--- src/rtl/user_key_ctrl_pkg.sv ---
// Shared definitions for the push-button peripheral: register map, pin reset level
// and the popcount helper used by the press counter.
package user_key_ctrl_pkg;

  typedef enum logic [1:0] {
    KEY_STATUS = 2'd0,
    KEY_PRESS  = 2'd1,
    KEY_IRQEN  = 2'd2,
    KEY_COUNT  = 2'd3
  } key_reg_e;

  // Idle level of the active-low raw pins; synchroniser stages reset to it.
  localparam logic [7:0] KEY_PIN_RESET = 8'hFF;

  function automatic logic [3:0] popcount8(input logic [7:0] v);
    logic [3:0] n;
    n = 4'd0;
    for (int i = 0; i < 8; i++) begin
      n = n + {3'b000, v[i]};
    end
    return n;
  endfunction

endpackage

--- src/rtl/user_key_ctrl_if.sv ---
// CPU peripheral-bridge side of the key controller: word-select bus and interrupt.
interface user_key_ctrl_if;
  logic [1:0]  addr;
  logic        we;
  logic [31:0] wdata;
  logic [31:0] rdata;
  logic        irq;

  modport master (output addr, we, wdata, input rdata, irq);
  modport slave  (input addr, we, wdata, output rdata, irq);
endinterface

--- src/rtl/user_key_ctrl_debounce.sv ---
// One key: 2-FF synchroniser, stability counter and accepted level, plus a
// single-cycle pulse on the edge where a press is accepted.
module key_debounce #(
  parameter int   DEBOUNCE_CYCLES = 4,
  parameter logic RST_LVL         = 1'b1
) (
  input  logic clk_in,
  input  logic sys_rstn,
  input  logic key_raw,
  output logic stable,
  output logic rise
);
  localparam int CW = $clog2(DEBOUNCE_CYCLES);

  logic          sync1_r;
  logic          sync2_r;
  logic          stable_r;
  logic [CW-1:0] cnt_r;
  logic          pressed_s;
  logic          accept_s;

  // Pressed level is the inverted synchronised pin; accept after a full stable run.
  always_comb begin
    pressed_s = ~sync2_r;
    accept_s  = (pressed_s != stable_r) && (cnt_r == CW'(DEBOUNCE_CYCLES - 1));
  end

  // Synchroniser and debounce state; any return to the accepted level restarts the count.
  always_ff @(posedge clk_in or negedge sys_rstn) begin
    if (!sys_rstn) begin
      sync1_r  <= RST_LVL;
      sync2_r  <= RST_LVL;
      stable_r <= 1'b0;
      cnt_r    <= CW'(0);
    end else begin
      sync1_r <= key_raw;
      sync2_r <= sync1_r;
      if (pressed_s == stable_r) begin
        cnt_r <= CW'(0);
      end else if (accept_s) begin
        stable_r <= pressed_s;
        cnt_r    <= CW'(0);
      end else begin
        cnt_r <= cnt_r + CW'(1);
      end
    end
  end

  assign stable = stable_r;
  assign rise   = accept_s & pressed_s;

endmodule

--- src/rtl/user_key_ctrl.sv ---
// Push-button peripheral top: per-key debouncers, sticky press flags, interrupt
// mask, saturating press counter and the level interrupt to CP0.
module user_key_ctrl
  import user_key_ctrl_pkg::*;
#(
  parameter int KEYS            = 8,
  parameter int DEBOUNCE_CYCLES = 4,
  parameter int CNT_W           = 32
) (
  input  logic             clk_in,
  input  logic             sys_rstn,
  input  logic [KEYS-1:0]  user_key,
  user_key_ctrl_if.slave   bus
);
  logic [KEYS-1:0]  stable_s;
  logic [KEYS-1:0]  rise_s;
  logic [KEYS-1:0]  clr_s;
  logic [KEYS-1:0]  press_r;
  logic [KEYS-1:0]  press_nxt_s;
  logic [KEYS-1:0]  irqen_r;
  logic [KEYS-1:0]  irqen_nxt_s;
  logic [CNT_W-1:0] count_r;
  logic [CNT_W-1:0] count_nxt_s;
  logic [CNT_W:0]   sum_s;
  logic [7:0]       rise8_s;
  logic             irq_r;
  logic [31:0]      rdata_s;

  for (genvar i = 0; i < KEYS; i++) begin : g_key
    key_debounce #(
      .DEBOUNCE_CYCLES (DEBOUNCE_CYCLES),
      .RST_LVL         (KEY_PIN_RESET[i])
    ) u_deb (
      .clk_in   (clk_in),
      .sys_rstn (sys_rstn),
      .key_raw  (user_key[i]),
      .stable   (stable_s[i]),
      .rise     (rise_s[i])
    );
  end

  // Next register state: press set beats W1C clear, a COUNT write drops same-cycle events.
  always_comb begin
    rise8_s             = 8'h00;
    rise8_s[KEYS-1:0]   = rise_s;
    sum_s               = {1'b0, count_r} + (CNT_W+1)'(popcount8(rise8_s));
    if (bus.we && (key_reg_e'(bus.addr) == KEY_PRESS)) begin
      clr_s = bus.wdata[KEYS-1:0];
    end else begin
      clr_s = {KEYS{1'b0}};
    end
    press_nxt_s = (press_r & ~clr_s) | rise_s;
    if (bus.we && (key_reg_e'(bus.addr) == KEY_IRQEN)) begin
      irqen_nxt_s = bus.wdata[KEYS-1:0];
    end else begin
      irqen_nxt_s = irqen_r;
    end
    if (bus.we && (key_reg_e'(bus.addr) == KEY_COUNT)) begin
      count_nxt_s = bus.wdata[CNT_W-1:0];
    end else if (sum_s[CNT_W]) begin
      count_nxt_s = {CNT_W{1'b1}};
    end else begin
      count_nxt_s = sum_s[CNT_W-1:0];
    end
  end

  // Register file and interrupt flop; irq looks at next-state so it tracks the same edge.
  always_ff @(posedge clk_in or negedge sys_rstn) begin
    if (!sys_rstn) begin
      press_r <= {KEYS{1'b0}};
      irqen_r <= {KEYS{1'b0}};
      count_r <= {CNT_W{1'b0}};
      irq_r   <= 1'b0;
    end else begin
      press_r <= press_nxt_s;
      irqen_r <= irqen_nxt_s;
      count_r <= count_nxt_s;
      irq_r   <= |(press_nxt_s & irqen_nxt_s);
    end
  end

  // Combinational read mux; unused upper bits read as zero.
  always_comb begin
    rdata_s = 32'h0000_0000;
    case (key_reg_e'(bus.addr))
      KEY_STATUS: rdata_s[KEYS-1:0]  = stable_s;
      KEY_PRESS:  rdata_s[KEYS-1:0]  = press_r;
      KEY_IRQEN:  rdata_s[KEYS-1:0]  = irqen_r;
      KEY_COUNT:  rdata_s[CNT_W-1:0] = count_r;
      default:    rdata_s            = 32'h0000_0000;
    endcase
  end

  assign bus.rdata = rdata_s;
  assign bus.irq   = irq_r;

endmodule
--- src/flat_wrapper.sv ---
// flat-port wrapper written by rule: the top's interface ports become plain ports
module user_key_ctrl_flat import user_key_ctrl_pkg::*;
#(
  parameter int KEYS            = 8,
  parameter int DEBOUNCE_CYCLES = 4,
  parameter int CNT_W           = 32
)
  (clk_in, sys_rstn, user_key, bus_addr, bus_we, bus_wdata, bus_rdata, bus_irq);
  user_key_ctrl_if bus_i ();
  input  logic clk_in;
  input  logic sys_rstn;
  input  logic [KEYS-1:0] user_key;
  input wire logic [$bits(bus_i.addr)-1:0] bus_addr;
  input wire logic [$bits(bus_i.we)-1:0] bus_we;
  input wire logic [$bits(bus_i.wdata)-1:0] bus_wdata;
  output wire logic [$bits(bus_i.rdata)-1:0] bus_rdata;
  output wire logic [$bits(bus_i.irq)-1:0] bus_irq;
  assign bus_i.addr = bus_addr;
  assign bus_i.we = bus_we;
  assign bus_i.wdata = bus_wdata;
  assign bus_rdata = bus_i.rdata;
  assign bus_irq = bus_i.irq;
  user_key_ctrl #(.KEYS(KEYS), .DEBOUNCE_CYCLES(DEBOUNCE_CYCLES), .CNT_W(CNT_W)) u_core (.clk_in(clk_in), .sys_rstn(sys_rstn), .user_key(user_key), .bus(bus_i));
endmodule
--- config.mk ---
export PLATFORM = sky130hd
export DESIGN_NAME = user_key_ctrl_flat
export DESIGN_NICKNAME = d
export VERILOG_FILES = /design/src/rtl/user_key_ctrl_pkg.sv /design/src/rtl/user_key_ctrl_if.sv /design/src/rtl/user_key_ctrl_debounce.sv /design/src/rtl/user_key_ctrl.sv /design/src/flat_wrapper.sv
export SDC_FILE = /design/constraint.sdc
export NUM_CORES = 1
export LEC_CHECK = 0
export CORE_MARGIN = 2
export CORE_UTILIZATION = 48
export CTS_CLUSTER_DIAMETER = 150
export DETAILED_ROUTE_END_ITERATION = 7
export PLACE_DENSITY = 0.76
export SETUP_SLACK_MARGIN = 0.5
export SYNTH_ARGS = -nofsm -noshare
export SYNTH_HDL_FRONTEND = slang
export SYNTH_SLANG_ARGS = --single-unit
--- constraint.sdc ---
create_clock -name clk_in -period 4.7 [get_ports clk_in]
set_clock_uncertainty 0.05 [all_clocks]
set_input_delay 1.175 -clock clk_in [delete_from_list [all_inputs] [get_ports clk_in]]
set_output_delay 1.175 -clock clk_in [all_outputs]
set_load 0.01 [all_outputs]
=== Yosys cells after proc, flatten, opt, wreduce, memory -nomap -nowiden ===
Index checks and enable logic that the tools add are counted.

* Output and inout port bits: 33
* Register bits: 89
* Input bits: 45
* Logic and storage cells: 150

* $add $sub $neg: 16
* Bitwise gates (word level): 28
* Reduce and logical (&&, ||, !) cells: 21
* Muxes and demuxes: 22
* Eq/ne operators: 27

{| class="wikitable"
|+ Operator list
! operator !! count
|-
| 2-to-1 mux 32 bit || 2
|-
| adder 32 x 4 -> 33 bit || 1
|-
| 2-to-1 mux 2 bit || 16
|-
| case mux 8 bit (4 select lines) || 1
|-
| adder 4 x 1 -> 4 bit || 6
|-
| 2-to-1 mux 24 bit || 1
|-
| == test 2 bit, second input constant || 10
|-
| adder 2 x 1 -> 2 bit, second input constant || 8
|-
| bitwise AND 8 bit || 2
|-
| 2-to-1 mux 8 bit || 2
|-
| NOT 1 bit || 16
|-
| AND reduction 2 bit || 8
|-
| logical AND 1 bit || 11
|-
| bitwise AND 1 bit || 8
|-
| == test 1 bit || 8
|-
| != test 1 bit || 8
|-
| NOT 8 bit || 1
|-
| bitwise OR 8 bit || 1
|-
| OR reduction 8 bit || 1
|-
| adder 1 x 1 -> 2 bit || 1
|-
| == test 2 x 1 -> 1 bit, second input constant || 1
|-
| logical NOT 2 bit || 1
|}

=== Depth between registers and ports, before layout ===
Gate-level depths: netlist of the first run.

* Word-level depth: 14
* Gate-level depth with buffers: 17

=== Hierarchy ===
Synthesis of the first run repeated with hierarchy kept, for this count alone.

* Cell total of the unflattened synthesis: 438
* Area total of the unflattened synthesis: 4677.0 µm²

{| class="wikitable"
|+ Modules (own cells, without submodules)
! module !! cells each !! area an instance (µm²) !! times used
|-
| user_key_ctrl || 326 || 3235.6 || 1
|-
| key_debounce || 14 || 180.2 || 8
|}

=== Worst setup path before layout of the first run ===
OpenSTA, ideal clock, no wires.

* Kind: register to register
* From: register u_core.g_key[1].u_deb.cnt_r[0]
* To: register u_core.count_r[29]
* Data required time: 4563 ps
* Setup slack: 159 ps
* Clock period less this slack: 4541 ps
* Arrival: 4405 ps
* Stages on the path, launching flop included: 15
* Cells stage by stage: dfrtp_1 -> ha_1 -> nor3b_1 -> ha_1 -> inv_1 -> fa_1 -> fa_1 -> fa_1 -> fa_1 -> fa_1 -> nand2b_1 -> a21o_1 -> nor2_1 -> nand3_1 -> o211ai_1

* Longest elaborated chain between the ends: 13

{| class="wikitable"
|+ Ends and longest elaborated chain
! element !! line !! source
|-
| from (decl) || user_key_ctrl_debounce.sv:18 || <nowiki>logic [CW-1:0] cnt_r;</nowiki>
|-
| from (signal assigned) || user_key_ctrl_debounce.sv:44 || <nowiki>cnt_r <= cnt_r + CW'(1);</nowiki>
|-
| == test 2 bit || user_key_ctrl_debounce.sv:25 || <nowiki>accept_s = (pressed_s != stable_r) && (cnt_r == CW'(DEBOUNCE_CYCLES - 1));</nowiki>
|-
| logical AND 1 bit || user_key_ctrl_debounce.sv:25 ||
|-
| bitwise AND 1 bit || user_key_ctrl_debounce.sv:50 || <nowiki>assign rise = accept_s & pressed_s;</nowiki>
|-
| adder 1 x 1 -> 2 bit || user_key_ctrl_pkg.sv:19 || <nowiki>n = n + {3'b000, v[i]};</nowiki>
|-
| adder 4 x 1 -> 4 bit (6 in a row) || user_key_ctrl_pkg.sv:19 ||
|-
| adder 32 x 4 -> 33 bit || user_key_ctrl.sv:46 || <nowiki>sum_s = {1'b0, count_r} + (CNT_W+1)'(popcount8(rise8_s));</nowiki>
|-
| 2-to-1 mux 32 bit || user_key_ctrl.sv:60 || <nowiki>end else if (sum_s[CNT_W]) begin</nowiki>
|-
| 2-to-1 mux 32 bit || user_key_ctrl.sv:58 || <nowiki>if (bus.we && (key_reg_e'(bus.addr) == KEY_COUNT)) begin</nowiki>
|-
| net u_core.count_nxt_s[29] || user_key_ctrl.sv:23 || <nowiki>logic [CNT_W-1:0] count_nxt_s;</nowiki>
|-
| to (signal assigned) || user_key_ctrl.sv:72 || <nowiki>count_r <= {CNT_W{1'b0}};</nowiki>
|-
| to (signal assigned) || user_key_ctrl.sv:77 || <nowiki>count_r <= count_nxt_s;</nowiki>
|-
| to (decl) || user_key_ctrl.sv:22 || <nowiki>logic [CNT_W-1:0] count_r;</nowiki>
|}

The timed path passes the listed nets, and every way through them passes these cells.
A chain may end at the register's enable or synchronous reset.

=== Worst setup path after layout of the first run ===
* From: register u_core.g_key[0].u_deb.cnt_r[0]
* To: register u_core.count_r[3]

* Longest elaborated chain between the ends: 13

{| class="wikitable"
|+ Ends and longest elaborated chain
! element !! line
|-
| from (decl) || user_key_ctrl_debounce.sv:18
|-
| from (signal assigned) || user_key_ctrl_debounce.sv:44
|-
| == test 2 bit || user_key_ctrl_debounce.sv:25
|-
| logical AND 1 bit || user_key_ctrl_debounce.sv:25
|-
| bitwise AND 1 bit || user_key_ctrl_debounce.sv:50
|-
| adder 1 x 1 -> 2 bit || user_key_ctrl_pkg.sv:19
|-
| adder 4 x 1 -> 4 bit (6 in a row) || user_key_ctrl_pkg.sv:19
|-
| adder 32 x 4 -> 33 bit || user_key_ctrl.sv:46
|-
| 2-to-1 mux 32 bit || user_key_ctrl.sv:60
|-
| 2-to-1 mux 32 bit || user_key_ctrl.sv:58
|-
| net u_core.count_nxt_s[3] || user_key_ctrl.sv:23
|}

The timed path passes the listed nets, and every way through them passes these cells.

==> reports/qor.yml, run 1 <==
final_cell_mix: "75 x clkdlybuf4s50_1, 73 x dfrtp_1, 53 x nor2_1"
path_class: "reg2reg"
min_path_type: "reg2reg"
synth_area_per_cell_um2: 10.6
path_clk_slew_ns: 0.08
die-area_mm2: 0.0104
finalHoldViolations: 0
overflow: 0
combPwrFrac_pct: 35.0
gr-usage-all-layers_pct: 23.0
async_reset_ff_share_pct: 100
gp_congestion: 0.862
required_ns: 4.94
multi_input_area_mm2: 0.00255
layout_commonest_cell: "clkdlybuf4s50_1"
clkPwrFrac_pct: 20.1
cp-end-kind: "flip-flop"
drive_gt1_share_pct: 23.1
wl_met3_um: 661
place_hpwl_mm: 7.71
powerDensity_mw_per_mm2: 430
insertion_delay_ns: 0.36
p_sw_share_pct: 33.9
final_area_mm2: 0.00622
setup_viol: 0
finalNetCount: 596
fin_crit_sh_pct: 95.0
crit_path_max_incr_delay_ns: 0.53
vias: 3714
slew_violations: 0
worst_ep_arrival_time_ns: 4.70
internal-power_mw: 1.77
crit_chain: "ha_2 -> nor3b_2 -> ha_1 -> inv_2 -> fa_1 -> fa_1 -> fa_2 -> fa_2 -> fa_2 -> nand2b_4 -> a21o_4 -> nor2_4 -> a21oi_4 -> clkbuf_16 -> a21oi_1"
drt-total-wl_mm: 11.7
post-route-min-period_ns: 4.46
io_buffers: 77
grt_max_degree: 90
synthCells: 436
first_pass_iters: 5
vias_per_cell: 5.58
place_area_mm2: 0.00570
clockBufferDepth: 2
tns_ns: 0
yosysSeqAreaShare_pct: 48.5
vdd.ir_drop.worst_mv: 0.201
highest_layer: "met4"
slew_headroom_pct: 28.2
drtIter0Drc: 198
cts.root.buffer_cell: "clkbuf_8"
grt_pass1_vias: 3754
synth_edf_count: 0
syn2layout_area_growth_pct: 34.3
p_leak_nw: 2.62
pwr-share-seq_pct: 44.9
routedLengthMet1_mm: 4.98
dieWidth_um: 102
tritoncts: "done"
grt_pass1_wl_mm: 18.5
hold_buffers: 0
drt_drc_violations_left: 0
h-tree-depth: 3
ios: 78
drtAntennaViolNets: 0
clock_sinks: 89
ys.flop_type: "dfrtp_1"
synth.distinct_cells: 51
cts_buffers: 9
fmax_mhz: 224
seq_area_mm2: 0.00225
die_h_um: 102
slowest_stage: "fa_1"
antenna_found_initial: 0
wl_met2_mm: 5.85
start_kind: "flip-flop"
cap_violations: 0
status: "complete, no violations"
fillCellCount: 722
critPathMaxFanout: 8
p_sw_uw: 906
tightest_slew_ns: 1.08
grt_setup_unrepaired: "true"
yosysWarningCount: 0
synth_nets: 501
synth.ff_latch_count: 89
n_antenna_cell: 0
fp-row-count: 35
syn_area_mm2: 0.00463
core_area_mm2: 0.00928
start_util_pct: 49.9
crit_path_frequent_cell: "fa_2"
wire_per_inst_um: 17.5
cells in the mapped netlist (2+ instances only):
cell      instances  area, um^2
nand4_1           5        31.3
o31ai_1           2        15.0
nand4b_1          2        17.5
o211ai_1         12        90.1
a21oi_1          27         135
dfstp_2          16         420
and4_1            5        43.8
fa_1              5         100
nor4b_1           2        17.5
mux4_2            8         180
nor2_1           55         206
mux2_2            8        90.1
nor4_1            3        18.8
buf_1             2        7.51
nand2_1          35         131
xnor2_1          21         184
inv_1            18        67.6
a21o_1            4        30.0
o21ai_0           2        10.0
nand3_1           7        35.0
dfrtp_1          73        1830
a22o_1            7        61.3
and3_1           30         188
nor3_1           15        75.1
buf_2             2        10.0
clkbuf_1         12        45.0
nor3b_1           4        30.0
xor2_1           14         123
and2_1            3        18.8
a211oi_1          2        15.0
ha_1             15         188
per-stage QoR:
| step | utilization, % | worst slack [ns] | hold WS, ns | total power [mW] | cells |
|---|---|---|---|---|---|
| 4_1_cts | 65.2 | 0.259 | 0.305 | 2.63 | 658 |
| 5_1_grt | 67.0 | 0.124 | 0.309 | 2.84 | 665 |
| 3_5_place_dp | 61.4 | 0.120 | 0.297 | 2.04 | 632 |
| 3_3_place_gp | 61.4 | 0.292 | 0.297 | 1.99 | 632 |
| 6_report | 67.0 | 0.237 | 0.305 | 2.68 | 665 |
| 2_1_floorplan | - | 0.487 | 0.295 | 1.72 | 436 |
area by class of cell:
cell class,count,share of cell area [%]
flip-flops and latches,89,36.1
multi-input cells,314,41.1
clock buffers,14,2.62
well taps,129,2.60
clock inverters,2,0.604
repair buffers,99,15.9
inverters,18,1.09
routing by layer:
metal,track usage [%],vias up
li1,-,1733
met1,28.7,1838
met2,40.2,125
met3,5.47,18
met4,6.46,0
met5,0,-
kinds of logic after synthesis:
logic type	Yosys count	synth area share [%]
AO/OA/AOI/OAI	64	9.19
XOR/XNOR	35	6.62
adder cells (fa/ha/maj)	20	6.22
buffers and inverters	35	3.05
flip-flops	89	48.5
multiplexers	17	6.05
AND/OR/NAND/NOR	176	20.3
sequential cells by signal, indices dropped and copies added (netlist names):
name,flops
u_core.g_key.u_deb.stable,8
u_core.g_key.u_deb.cnt_r,16
u_core.press_r,8
u_core.count_r,32
u_core.g_key.u_deb.sync1_r,8
u_core.bus.irq,1
u_core.irqen_r,8
u_core.g_key.u_deb.sync2_r,8
worst paths after layout:
check,end,from,cells past startpoint,slack (ns)
max,u_core.count_r[3]$_DFF_PN0_,u_core.g_key[0].u_deb.cnt_r[0]$_DFF_PN0_,15,0.24
min,u_core.g_key[2].u_deb.sync2_r$_DFF_PN1_,u_core.g_key[2].u_deb.sync1_r$_DFF_PN1_,0,0.30
max reg2reg,u_core.count_r[3]$_DFF_PN0_,u_core.g_key[0].u_deb.cnt_r[0]$_DFF_PN0_,15,0.24
min reg2reg,u_core.g_key[2].u_deb.sync2_r$_DFF_PN1_,u_core.g_key[2].u_deb.sync1_r$_DFF_PN1_,0,0.30
max in group asynchronous,u_core.g_key[4].u_deb.cnt_r[1]$_DFF_PN0_,sys_rstn,1,2.96
min in group asynchronous,u_core.g_key[1].u_deb.stable$_DFFE_PN0P_,sys_rstn,1,0.98
power by group through the flow:
stage          sequential, mW  clock [mW]  combinational, mW
5_1_grt                  1.22       0.583               1.03
4_1_cts                  1.19       0.549              0.883
3_3_place_gp             1.19           0              0.807
2_1_floorplan            1.14           0              0.577
3_5_place_dp             1.20           0              0.841
6_report                 1.20       0.537              0.937
critical path: cells and delay by family, from the launching register on:
| family | cells | cell delay, ns |
|---|---|---|
| AOI/OAI and AO/OA | 3 | 0.50 |
| adders and majority gates | 7 | 2.67 |
| buffers and inverters | 2 | 0.27 |
| DFF | 1 | 0.40 |
| and+or+nand+nor | 3 | 0.48 |
timing repair:
item | CTS | global route
pin swaps | 8 | 12
cloned | 2 | 2
hold endpoints to repair | 0 | 0
endpoints found under the setup margin | 57 | 36
resized for setup | 15 | 19
setup buffers | 8 | 5
Note: power is estimated with default switching activity, not from simulation.
==> run 2, diff against run 1 <==
--- a/config.mk
+++ b/config.mk
@@ -10,7 +10,8 @@
 export CTS_CLUSTER_DIAMETER = 150
 export DETAILED_ROUTE_END_ITERATION = 7
 export PLACE_DENSITY = 0.76
-export SETUP_SLACK_MARGIN = 0.5
+export SETUP_SLACK_MARGIN = 0.02
+export SKIP_LAST_GASP = 1
 export SYNTH_ARGS = -nofsm -noshare
 export SYNTH_HDL_FRONTEND = slang
 export SYNTH_SLANG_ARGS = --single-unit
==> reports/qor.yml, run 2 (synthesized netlist as in run 1, its figures left out) <==
die_h_um: 102
fin_crit_sh_pct: 97.5
fp-row-count: 35
vias_per_cell: 5.52
p_leak_nw: 2.54
crit_path_frequent_cell: "fa_2"
crit_path_max_incr_delay_ns: 0.55
rrSetupSlack_ns: 0.12
path_class: "reg2reg"
powerDensity_mw_per_mm2: 433
status: "complete, no violations"
cts_buffers: 9
vias: 3653
final_area_mm2: 0.00607
ios: 78
top_register: "u_core.count_r"
finalHoldViolations: 0
met1_usage_pct: 28.4
required_ns: 4.90
cts.root.buffer_cell: "clkbuf_8"
syn2layout_area_growth_pct: 31.2
tightest_slew_ns: 1.09
grtUsageMet3_pct: 6.22
grt_setup_unrepaired: "true"
grt_pass1_wl_mm: 17.9
grt-busiest-layer: "met2"
slowest_stage: "fa_1"
setup_viol: 0
grt_pass1_vias: 3744
reg2reg_depth: 15
cap_violations: 0
wire_per_inst_um: 16.8
cp-end-kind: "flip-flop"
h-tree-depth: 3
die-area_mm2: 0.0104
worst-path-stages: 15
gp_congestion: 0.826
antenna_found_initial: 0
post-route-min-period_ns: 4.58
start_kind: "flip-flop"
drt_drc_violations_left: 0
holdWs_ns: 0.306
slew_violations: 0
clock_sinks: 89
crit_chain: "ha_2 -> nor3b_2 -> ha_1 -> inv_2 -> fa_1 -> fa_1 -> fa_2 -> fa_2 -> fa_2 -> nand2b_4 -> a21o_4 -> buf_4 -> nor4_4 -> xnor2_1 -> o211ai_1"
min_path_type: "reg2reg"
gr-usage-all-layers_pct: 22.2
tritoncts: "done"
layout_commonest_cell: "clkdlybuf4s50_1"
drt-total-wl_mm: 11.1
fmax_mhz: 218
finalNetCount: 593
setup_slack_ns: 0.117
hold_depth: 0
first_pass_iters: 4
n_antenna_cell: 0
gr-usage-met2_pct: 37.2
path_delay_family: "adder cells"
clockBufferDepth: 2
multi_input_area_mm2: 0.00244
dp_slack_ns: -0.159
worst_ep_arrival_time_ns: 4.78
reg_top3: "u_core.count_r: 32 flops, u_core.g_key.u_deb.cnt_r: 16 flops"
seq_area_mm2: 0.00225
drive_gt1_share_pct: 19.9
final_cell_mix: "76 x clkdlybuf4s50_1, 73 x dfrtp_1, 54 x nor2_1"
io_buffers: 77
cp_num_buf_inv: 2
place_hpwl_mm: 7.69
grt_max_degree: 90
dieWidth_um: 102
core_area_mm2: 0.00928
place_area_mm2: 0.00561
vdd.ir_drop.worst_mv: 0.170
slew_headroom_pct: 27.4
fillCellCount: 736
largest_reg_flops: 32
path_clk_slew_ns: 0.09
insertion_delay_ns: 0.37
critPathMaxFanout: 4
start_util_pct: 49.9
overflow: 0
drtAntennaViolNets: 0
tns_ns: 0
drtIter0Drc: 174
==> run 2: what timing repair did <==
| item | in CTS | in global routing |
|---|---|---|
| cloned | 0 | 1 |
| gates resized for setup | 5 | 35 |
| setup buffers | 0 | 5 |
| endpoints found under the setup margin | 31 | 32 |
| hold buffers | 0 | 0 |
| pin swaps | 0 | 23 |
==> run 2: routing by layer <==
layer / up-vias / part of all wire (%)
met5: - / 0
met3: 19 / 5.0
met2: 95 / 49
met4: 0 / 1.9
met1: 1818 / 44
li1: 1721 / -
==> run 2: power breakdown <==
part / total (mW) / leakage [nW] / internal (mW) / switching, mW
Sequential: 1.19 / 1.03 / 0.994 / 0.194
Clock: 0.538 / 0.0949 / 0.261 / 0.277
Combinational: 0.903 / 1.41 / 0.479 / 0.424
Total: 2.63 / 2.54 / 1.73 / 0.895
==> run 2: stage by stage <==
| stage | power [mW] | instances | utilization, % |
|---|---|---|---|
| 2_1_floorplan | 1.68 | 436 | - |
| 3_3_place_gp | 1.97 | 640 | 60.4 |
| 3_5_place_dp | 2.02 | 640 | 60.4 |
| 4_1_cts | 2.57 | 656 | 62.9 |
| 5_1_grt | 2.80 | 662 | 65.4 |
| 6_report | 2.63 | 662 | 65.4 |
==> run 2: final timing paths <==
check / start / to
max in group asynchronous: sys_rstn / u_core.count_r[22]$_DFF_PN0_
max: u_core.g_key[1].u_deb.cnt_r[0]$_DFF_PN0_ / u_core.count_r[26]$_DFF_PN0_
min in group asynchronous: sys_rstn / u_core.g_key[0].u_deb.stable$_DFFE_PN0P_
max reg2reg: u_core.g_key[1].u_deb.cnt_r[0]$_DFF_PN0_ / u_core.count_r[26]$_DFF_PN0_
min: u_core.g_key[1].u_deb.sync1_r$_DFF_PN1_ / u_core.g_key[1].u_deb.sync2_r$_DFF_PN1_
min reg2reg: u_core.g_key[1].u_deb.sync1_r$_DFF_PN1_ / u_core.g_key[1].u_deb.sync2_r$_DFF_PN1_
==> run 2: area by class of cell <==
| class | instances | area share, % |
|---|---|---|
| multi-input cells | 313 | 40.2 |
| flip-flops and latches | 89 | 37.0 |
| repair buffers | 97 | 15.7 |
| well taps | 129 | 2.66 |
| clock buffers | 10 | 2.27 |
| inverters | 18 | 1.11 |
| clock inverters | 6 | 1.09 |
